==> config.mk <==
export PLATFORM = sky130hd
export DESIGN_NAME = pattern_seq_ctrl
export DESIGN_NICKNAME = d
export VERILOG_FILES = /design/src/rtl/pattern_pkg.sv /design/src/rtl/pattern_shift_match.sv /design/src/rtl/pattern_seq_ctrl.sv
export SDC_FILE = /design/constraint.sdc
export NUM_CORES = 1
export LEC_CHECK = 0
export ABC_AREA = 0
export CELL_PAD_IN_SITES_DETAIL_PLACEMENT = 1
export CELL_PAD_IN_SITES_GLOBAL_PLACEMENT = 2
export CORE_MARGIN = 10
export CORE_UTILIZATION = 36
export CTS_CLUSTER_DIAMETER = 50
export CTS_CLUSTER_SIZE = 14
export DETAILED_ROUTE_END_ITERATION = 10
export GPL_TIMING_DRIVEN = 1
export PLACE_DENSITY = 0.88
export SKIP_LAST_GASP = 1
export SLEW_MARGIN = 25
export SYNTH_ARGS = -nofsm -noshare
export SYNTH_HDL_FRONTEND = slang
export SYNTH_SLANG_ARGS = --single-unit
==> constraint.sdc <==
create_clock -name clk -period 7.2 [get_ports clk]
set_clock_uncertainty 0.1 [all_clocks]
set_input_delay 1.44 -clock clk [delete_from_list [all_inputs] [get_ports clk]]
set_output_delay 1.44 -clock clk [all_outputs]
set_load 0.02 [all_outputs]
==> src/rtl/pattern_pkg.sv <==
// pattern_pkg
// Shared definitions for the serial pattern-match controller:
//   - state_e        : controller states (IDLE, LOAD, SCAN, DONE)
//   - DEF_PAT_W      : default pattern width
//   - DEF_CNT_W      : default match-counter / target width
//   - DEF_TMO_W      : default timeout-counter width
package pattern_pkg;

    localparam int DEF_PAT_W = 5;
    localparam int DEF_CNT_W = 8;
    localparam int DEF_TMO_W = 16;

    typedef enum logic [1:0] {
        IDLE = 2'd0,
        LOAD = 2'd1,
        SCAN = 2'd2,
        DONE = 2'd3
    } state_e;

endpackage

==> src/rtl/pattern_shift_match.sv <==
// pattern_shift_match
// Serial shift register, fill counter and pattern comparator.
// Ports:
//   clk, reset_n  : clock, asynchronous active-low reset
//   clr           : clear shift register and fill counter
//   shift_en      : a serial bit is accepted this cycle
//   bit_in        : serial data bit
//   pattern       : pattern to detect
//   hit           : accepted bit completes a window equal to pattern
module pattern_shift_match
    import pattern_pkg::*;
#(
    parameter int PAT_W = DEF_PAT_W
) (
    input  logic             clk,
    input  logic             reset_n,
    input  logic             clr,
    input  logic             shift_en,
    input  logic             bit_in,
    input  logic [PAT_W-1:0] pattern,
    output logic             hit
);

    localparam int FILL_W = $clog2(PAT_W + 1);
    localparam logic [FILL_W-1:0] L_FILL_FULL  = FILL_W'(PAT_W);
    localparam logic [FILL_W-1:0] L_FILL_PRIME = FILL_W'(PAT_W - 1);
    localparam logic [FILL_W-1:0] L_FILL_ONE   = FILL_W'(1);

    logic [PAT_W-1:0]  r_shift;
    logic [FILL_W-1:0] r_fill;
    logic [PAT_W-1:0]  w_window;

    // Newest bit enters at the MSB; the oldest bit of the window sits at the LSB.
    assign w_window = {bit_in, r_shift[PAT_W-1:1]};

    // A window is only meaningful once PAT_W bits (including this one) have arrived.
    assign hit = shift_en && (r_fill >= L_FILL_PRIME) && (w_window == pattern);

    always_ff @(posedge clk or negedge reset_n) begin
        if (!reset_n) begin
            r_shift <= '0;
            r_fill  <= '0;
        end else if (clr) begin
            r_shift <= '0;
            r_fill  <= '0;
        end else if (shift_en) begin
            r_shift <= w_window;
            if (r_fill != L_FILL_FULL) begin
                r_fill <= r_fill + L_FILL_ONE;
            end
        end
    end

endmodule

==> src/rtl/pattern_seq_ctrl.sv <==
// pattern_seq_ctrl
// Controller for the serial pattern-match datapath. Accepts a configuration
// (pattern, target count, timeout) over a valid/ready handshake, streams
// serial bits into the match engine, counts overlapping matches and ends a
// run with a one-cycle done pulse and a timeout flag.
// Ports:
//   clk, reset_n                : clock, asynchronous active-low reset
//   cfg_valid / cfg_ready       : configuration handshake (ready only in IDLE)
//   cfg_pattern/count/timeout   : configuration fields, latched on accept
//   bit_valid / bit_ready       : serial bit handshake (ready only in SCAN)
//   bit_in                      : serial data bit
//   abort                       : cancel the current run, back to IDLE
//   busy                        : controller not in IDLE
//   match_pulse                 : one-cycle pulse per counted match (registered)
//   match_cnt                   : matches counted in current/last run
//   done                        : one-cycle pulse at the end of a run
//   timed_out                   : run ended by timeout; held until next accept
module pattern_seq_ctrl
    import pattern_pkg::*;
#(
    parameter int PAT_W = DEF_PAT_W,
    parameter int CNT_W = DEF_CNT_W,
    parameter int TMO_W = DEF_TMO_W
) (
    input  logic             clk,
    input  logic             reset_n,
    input  logic             cfg_valid,
    output logic             cfg_ready,
    input  logic [PAT_W-1:0] cfg_pattern,
    input  logic [CNT_W-1:0] cfg_count,
    input  logic [TMO_W-1:0] cfg_timeout,
    input  logic             bit_valid,
    input  logic             bit_in,
    output logic             bit_ready,
    input  logic             abort,
    output logic             busy,
    output logic             match_pulse,
    output logic [CNT_W-1:0] match_cnt,
    output logic             done,
    output logic             timed_out
);

    localparam logic [CNT_W-1:0] L_CNT_ONE = CNT_W'(1);
    localparam logic [TMO_W-1:0] L_TMO_ONE = TMO_W'(1);

    state_e           r_state;
    state_e           w_state_nxt;
    logic [PAT_W-1:0] r_pattern;
    logic [CNT_W-1:0] r_target;
    logic [TMO_W-1:0] r_timeout;
    logic [TMO_W-1:0] r_tmo_cnt;
    logic [CNT_W-1:0] r_match_cnt;
    logic             r_match_pulse;
    logic             r_timed_out;

    logic             w_accept_cfg;
    logic             w_shift_en;
    logic             w_clr;
    logic             w_hit;
    logic             w_count_hit;
    logic             w_final;
    logic             w_tmo_exp;

    assign w_accept_cfg = (r_state == IDLE) && cfg_valid;
    assign w_shift_en   = (r_state == SCAN) && bit_valid;
    assign w_clr        = (r_state == LOAD);

    pattern_shift_match #(
        .PAT_W (PAT_W)
    ) u_shift_match (
        .clk      (clk),
        .reset_n  (reset_n),
        .clr      (w_clr),
        .shift_en (w_shift_en),
        .bit_in   (bit_in),
        .pattern  (r_pattern),
        .hit      (w_hit)
    );

    always_ff @(posedge clk or negedge reset_n) begin
        if (!reset_n) begin
            r_state <= IDLE;
        end else begin
            r_state <= w_state_nxt;
        end
    end

    // Next state plus the per-cycle SCAN decisions. abort outranks hit and
    // timeout, and a final hit outranks a coincident timeout.
    always_comb begin
        w_state_nxt = r_state;
        w_count_hit = 1'b0;
        w_final     = 1'b0;
        w_tmo_exp   = 1'b0;
        case (r_state)
            IDLE: begin
                if (cfg_valid) begin
                    w_state_nxt = LOAD;
                end
            end
            LOAD: begin
                if (abort) begin
                    w_state_nxt = IDLE;
                end else if (r_target == '0) begin
                    w_state_nxt = DONE;
                end else begin
                    w_state_nxt = SCAN;
                end
            end
            SCAN: begin
                if (abort) begin
                    w_state_nxt = IDLE;
                end else begin
                    w_count_hit = w_hit;
                    w_final     = w_hit && ((r_match_cnt + L_CNT_ONE) == r_target);
                    // tmo_cnt counts SCAN cycles from 0, so T-1 marks the T-th cycle.
                    w_tmo_exp   = (r_timeout != '0) && (r_tmo_cnt == (r_timeout - L_TMO_ONE));
                    if (w_final || w_tmo_exp) begin
                        w_state_nxt = DONE;
                    end
                end
            end
            DONE: begin
                w_state_nxt = IDLE;
            end
            default: begin
                w_state_nxt = IDLE;
            end
        endcase
    end

    always_ff @(posedge clk or negedge reset_n) begin
        if (!reset_n) begin
            r_pattern     <= '0;
            r_target      <= '0;
            r_timeout     <= '0;
            r_tmo_cnt     <= '0;
            r_match_cnt   <= '0;
            r_match_pulse <= 1'b0;
            r_timed_out   <= 1'b0;
        end else begin
            r_match_pulse <= w_count_hit;

            if (w_accept_cfg) begin
                r_pattern   <= cfg_pattern;
                r_target    <= cfg_count;
                r_timeout   <= cfg_timeout;
                r_match_cnt <= '0;
                r_timed_out <= 1'b0;
            end else if (w_count_hit) begin
                r_match_cnt <= r_match_cnt + L_CNT_ONE;
            end

            if (r_state == LOAD) begin
                r_tmo_cnt <= '0;
            end else if (r_state == SCAN) begin
                r_tmo_cnt <= r_tmo_cnt + L_TMO_ONE;
            end

            if (w_tmo_exp && !w_final) begin
                r_timed_out <= 1'b1;
            end
        end
    end

    assign cfg_ready   = (r_state == IDLE);
    assign bit_ready   = (r_state == SCAN);
    assign busy        = (r_state != IDLE);
    // An abort arriving in the DONE cycle cancels the completion report.
    assign done        = (r_state == DONE) && !abort;
    assign match_pulse = r_match_pulse;
    assign match_cnt   = r_match_cnt;
    assign timed_out   = r_timed_out;

endmodule

==> flow_summary.toml <==
[run_status]
status = "completed"

[worst_setup_path]
cp_data_arrival_time_ns = 2.67
crit_fanout = 4
endpoint_kind = "primary output"
r2r-end = "r_state[1]"
reg2reg_depth = 7
crit_type = "in2out"
crit_required_ns = 5.66
critPathLaunchType = "input pin"
r2r-start = "r_timeout[7]"
rrSetupSlack_ns = 4.40

[cts]
cts_hold_buffers = 0
cts_setup_buffers = 0
cts_tree = "done"
cts_buffer_depth = 2
clockRootBuffer = "clkbuf_8"
cts_made_buffers = 9
post_cts_resized = 0
worstSkewPairLatency_ns = 0.36
clk_pin_slew_ns = 0.07
cts_sinks = 64
htree_levels = 3

[floorplanning]
start_util_pct = 37.2
die_h_um = 121
core-area_um2 = 9860
num_rows = 36
dieArea_um2 = 14600
die_w_um = 121
ios = 49

[grt]
grt_max_degree = 65
grtUsageTotal_pct = 14.0
grt_pass1_vias = 3405
antenna_found_initial = 0
grt-ovfl-total = 0
grt_first_pass_wirelength_um = 16700

[timing]
timing.slew.headroom_pct = 43.8
whs_ns = 0.406
drv_slew = 0
finalHoldViolCount = 0
fin_crit_sh_pct = 58.5
rsz0062_at_grt = "false"
fmax_mhz = 238
setup_viol = 0
worstMarginPinSlew_ns = 0.843
period_minus_slack_ns = 4.21
tns_ns = 0

[worst_hold_path]
holdPathStages = 2
holdCritPathClass = "reg2reg"
min_from = "r_pattern[2]"
hold-path-endpoint = "r_pattern[2]"

[layout]
mostFrequentLayoutCells = "nand2_1, dfrtp_1, clkdlybuf4s50_1, xnor2_1, nor2_1"
syn2layout_area_growth_pct = 22.1
diodes = 0
drive_gt1_share_pct = 6.37
final_common_cell = "nand2_1"
final_nets = 511

[power_and_ir_drop]
power.leakage_nw = 1.95
power_density_nw_per_um2 = 350
vdd_drop_max_mv = 0.147

[routing]
wl_per_cell_um = 16.1
drcViolationCount = 0
drt_wl_total_um = 9720
ant_nets = 0
drt_iter0_drc = 95
via_per_inst = 5.09
dr.pass1.iters = 4
via_count = 3075

[synthesis]
ys.flop_type = "dfrtp_1"
ys_seq_area_share_pct = 43.7
ys_async_sr_fraction_pct = 100
yosysWarnings = 0
yosys.cell_types.count = 45
synth_enable_flop_cells = 0
netlist_area_um2 = 3660
syn_nets = 465
ys_ff_latch = 64
synthCells = 420
syn_area_per_cell_um2 = 8.73

[placement]
gp_congestion = 0.797
dp_hpwl_um = 7160
port_buffers = 48

[flow_run]
cap_violations = 0
## per-layer routing
metal  routed length, um  track usage (%)
met4                 129             4.52
met1                4370             16.8
met2                4840             23.6
met3                 379             4.14
met5                   0                0
## cells in the mapped netlist (all sizes together), types with 2 or more instances
library cell  count  area [um2]
nand2           110         413
dfrtp            64        1600
xnor2            39         342
nor2             33         124
a21oi            15        75.1
inv              15        56.3
xor2             14         123
o21ai            13        65.1
clkbuf           12        45.0
nor3             12        60.1
nand3            11        55.1
ha               10         125
nand4             7        50.1
nor4              7        65.1
and2              6        37.5
and3              5        31.3
or3               5        31.3
nor2b             4        25.0
o22ai             4        25.0
a31oi             3        18.8
buf               3        26.3
nand3b            3        22.5
o21a              3        22.5
or4               3        30.0
a2111oi           2        36.3
and4              2        17.5
mux2              2        22.5
o31ai             2        15.0
## power breakdown
group	switching [mW]	leakage (nW)	total, mW	internal, mW
clock	0.148	0.112	0.351	0.202
combinational	0.345	1.01	0.621	0.276
sequential	0.135	0.836	0.596	0.461
## flip-flops by register name (all words and copies together) (netlist names)
name and cells:
match_cnt 8, r_pattern 5, timed_out 1, r_target 8, r_tmo_cnt 16, r_timeout 16
match_pulse 1, u_shift_match.r_shift 4, r_state 2, u_shift_match.r_fill 3
## kinds of logic (layout without fill, tap and decap cells)
logic type | after synthesis | count (layout) | synth area share [%]
fa+ha+maj | 10 | 10 | 3.41
simple gates | 212 | 212 | 27.1
compound gates | 48 | 48 | 8.71
flops | 64 | 64 | 43.7
buf+inv | 30 | 81 | 3.48
mux | 3 | 3 | 0.888
xor+xnor | 53 | 53 | 12.7
## critical path, cell delays in order
cell	delay [ns]
clkdlybuf4s50_1	0.47
nor2b_1	0.14
clkdlybuf4s50_1	0.63
## area by class of cell
class / instances / area (um2)
Multi-Input combinational cell: 326 / 1940
Clock buffer: 10 / 138
Inverter: 15 / 56.3
Tap cell: 133 / 166
Clock inverter: 6 / 82.6
Sequential cell: 64 / 1600
Timing Repair Buffer: 50 / 490
Fill cell: 1164 / 5390
## worst max path at each step
stage	startpoint	end	slack (ns)	cells after the start
floorplan	abort	done	3.92	1
global placement	abort	done	3.02	3
detailed placement	abort	done	2.99	3
CTS	abort	done	2.98	3
global route	abort	done	2.93	3
finish	abort	done	2.99	3
## through the flow
step	worst slack [ns]	util, %	total power, mW	instances	area, um2
3_5_place_dp	2.99	43.1	1.23	588	4250
3_3_place_gp	3.02	43.1	1.20	588	4250
6_report	2.99	45.3	1.57	604	4470
2_1_floorplan	3.92	-	1.05	420	3660
4_1_cts	2.98	45.3	1.59	604	4470
5_1_grt	2.93	45.3	1.70	604	4470
Note: power is estimated with default switching activity, not from simulation.
==> variant: new RTL, config.mk and constraints unchanged <==
The package constant `DEF_TMO_W` goes from 16 to 14.
--- a/src/rtl/pattern_pkg.sv
+++ b/src/rtl/pattern_pkg.sv
@@ -8,7 +8,7 @@
 
     localparam int DEF_PAT_W = 5;
     localparam int DEF_CNT_W = 8;
-    localparam int DEF_TMO_W = 16;
+    localparam int DEF_TMO_W = 14;
 
     typedef enum logic [1:0] {
         IDLE = 2'd0,
Interface: changed (resized cfg_timeout); port bits go from 49 to 47. No check against the original RTL was run, so the function may have changed too.
==> variant against the original RTL <==
- sequential power decreased by 3%
- synthesized area fell by 2.2%
- final area down 2.9%
- routed wire length up 2.8%
- setup slack got worse by 0.0049 ns
- critical path depth stayed put
- sequential cell count shrank 4
- register-to-register slack got worse by 0.28 ns
- combinational power fell by 1%
- first-iteration DRC count is 40% higher
- power fell by 3.5%
- highest routed layer unchanged
- fmax down 0.12%
==> variant: results (changes against the original RTL) <==
- Lkg Pwr: 1.85 nW (-5.5%)
- Seq/Total Area, Yosys: 41.9% (-1.8 points)
- Largest regs: r_timeout (14), r_tmo_cnt (14)
- Post-Syn Nets: 457 (-1.7%)
- Worst VDD drop: 132 uV (-10%)
- Total Wirelength: 9990 um (+2.8%)
- HPWL after DPL: 7250 um (+1.3%)
- First-pass GRT wire length: 17200 um (+2.9%)
- Via Count: 3077 (+0.065%)
- Layout cells sized above 1: 6.35% (-0.024 points)
- Yosys cell types: 57 (+27%)
- Post-cts resize count: 0 (unchanged)
- HP Class: reg -> reg
- Placed cell area: 4140 um2 (-2.7%)
- Reg2Reg Launch Point: r_timeout[0]
- Antenna diodes: 0 (unchanged)
- Met2 Use GR: 25.2% (+1.6 points)
- Pre-CTS setup slack: 2.98 ns (-0.00740 ns)
- Outcome: finished, final reports clean
- 1st-pass router iterations: 4 (unchanged)
- HP Start: r_pattern[4]
- Later-pin clock latency in the skew report: 0.35 ns
- Most common cell in the netlist: nand2_1
- Placer Congestion: 0.809 (+1.6%)
- Largest net degree at the start of global routing: 61 (-6.2%)
- Port buffer count: 46 (-4.2%)
- Most frequently used flop master after synthesis: dfrtp_1
- Area contributors post-synth: dfrtp_1 42%, nand2_1 10%, xnor2_1 6.1%
- CTS H-tree depth: 3 (unchanged)
- FF-to-FF path depth: 9 (+2)
- Top post-synthesis cells by count: 98 x nand2_1, 60 x dfrtp_1, 35 x nor2_1
- DRT iter0 DRCs: 133 (+40%)
- Met3 usage in global routing: 4.59% (+0.45 points)
- Slew Limit Headroom: 47.6% (+3.7 points)
- GR Util met1: 16.8% (about the same)
- Post-synth ARST share: 100% (unchanged)
- R2r setup slk: 4.12 ns (-0.28 ns)
- Fill cells: 1163 (-0.086%)
- Nets: 495 (-3.1%)
- Endpoint of the worst hold path: r_pattern[4]
- Global Route Usage Sum: 14.6% (+0.51 points)
- Reg2reg end: r_state[0]
- Vias in the first global route: 3446 (+1.2%)
## variant: changes by cell type in the layout (fill, tap and decap cells not counted), sizes merged, moves of 5 or more
cell	before	now
xnor2	39	25
nor3b	1	6
nand2	110	98
a21oi	15	10
xor2	14	21
## variant: cells by family after synthesis
logic type                 synth area share, %
and+or+nand+nor                           28.1
DFF                                       41.9
muxes                                    0.907
xor gates and xnor gates                  11.2
adders and majority gates                 3.49
buffers and inverters                     3.56
AOI/OAI and AO/OA                         10.9
## variant: critical path: cells and delay by family
kind                   cells  cell delay (ns)
buffers and inverters      2             1.10
AND/OR/NAND/NOR            1             0.14
## variant: power breakdown
part	total [mW]	internal [mW]	leakage (nW)	switching, mW
Clock	0.322	0.178	0.102	0.144
Combinational	0.615	0.269	0.959	0.346
Sequential	0.576	0.430	0.786	0.145
## variant: area by class of cell
type                    count  area [um2]  share of cell area [%]
well taps                 133         166                    3.83
clock inverters             4        47.5                    1.10
repair buffers             48         470                    10.8
flip-flops and latches     60        1500                    34.6
inverters                  11        41.3                   0.951
multi-input cells         322        1960                    45.1
clock buffers              12         155                    3.57
## variant: how the worst max path moves through the flow
stage           from   end  slack [ns]
2_1_floorplan  abort  done        3.92
3_3_place_gp   abort  done        3.00
3_5_place_dp   abort  done        2.98
4_1_cts        abort  done        2.96
5_1_grt        abort  done        2.90
6_report       abort  done        2.99
## variant: stage by stage
stage	cells	hold slack, ns	util [%]
floorplan	414	0.366	-
global placement	574	0.387	42.5
detailed placement	574	0.393	42.5
CTS	590	0.410	44.6
global route	590	0.434	44.6
finish	590	0.403	44.6
## variant: layer usage
metal,up-vias,share of wire [%],wire length (um)
li1,1492,-,-
met1,1507,44,4420
met2,66,49,4900
met3,12,5.3,531
met4,0,1.4,136
met5,-,0,0
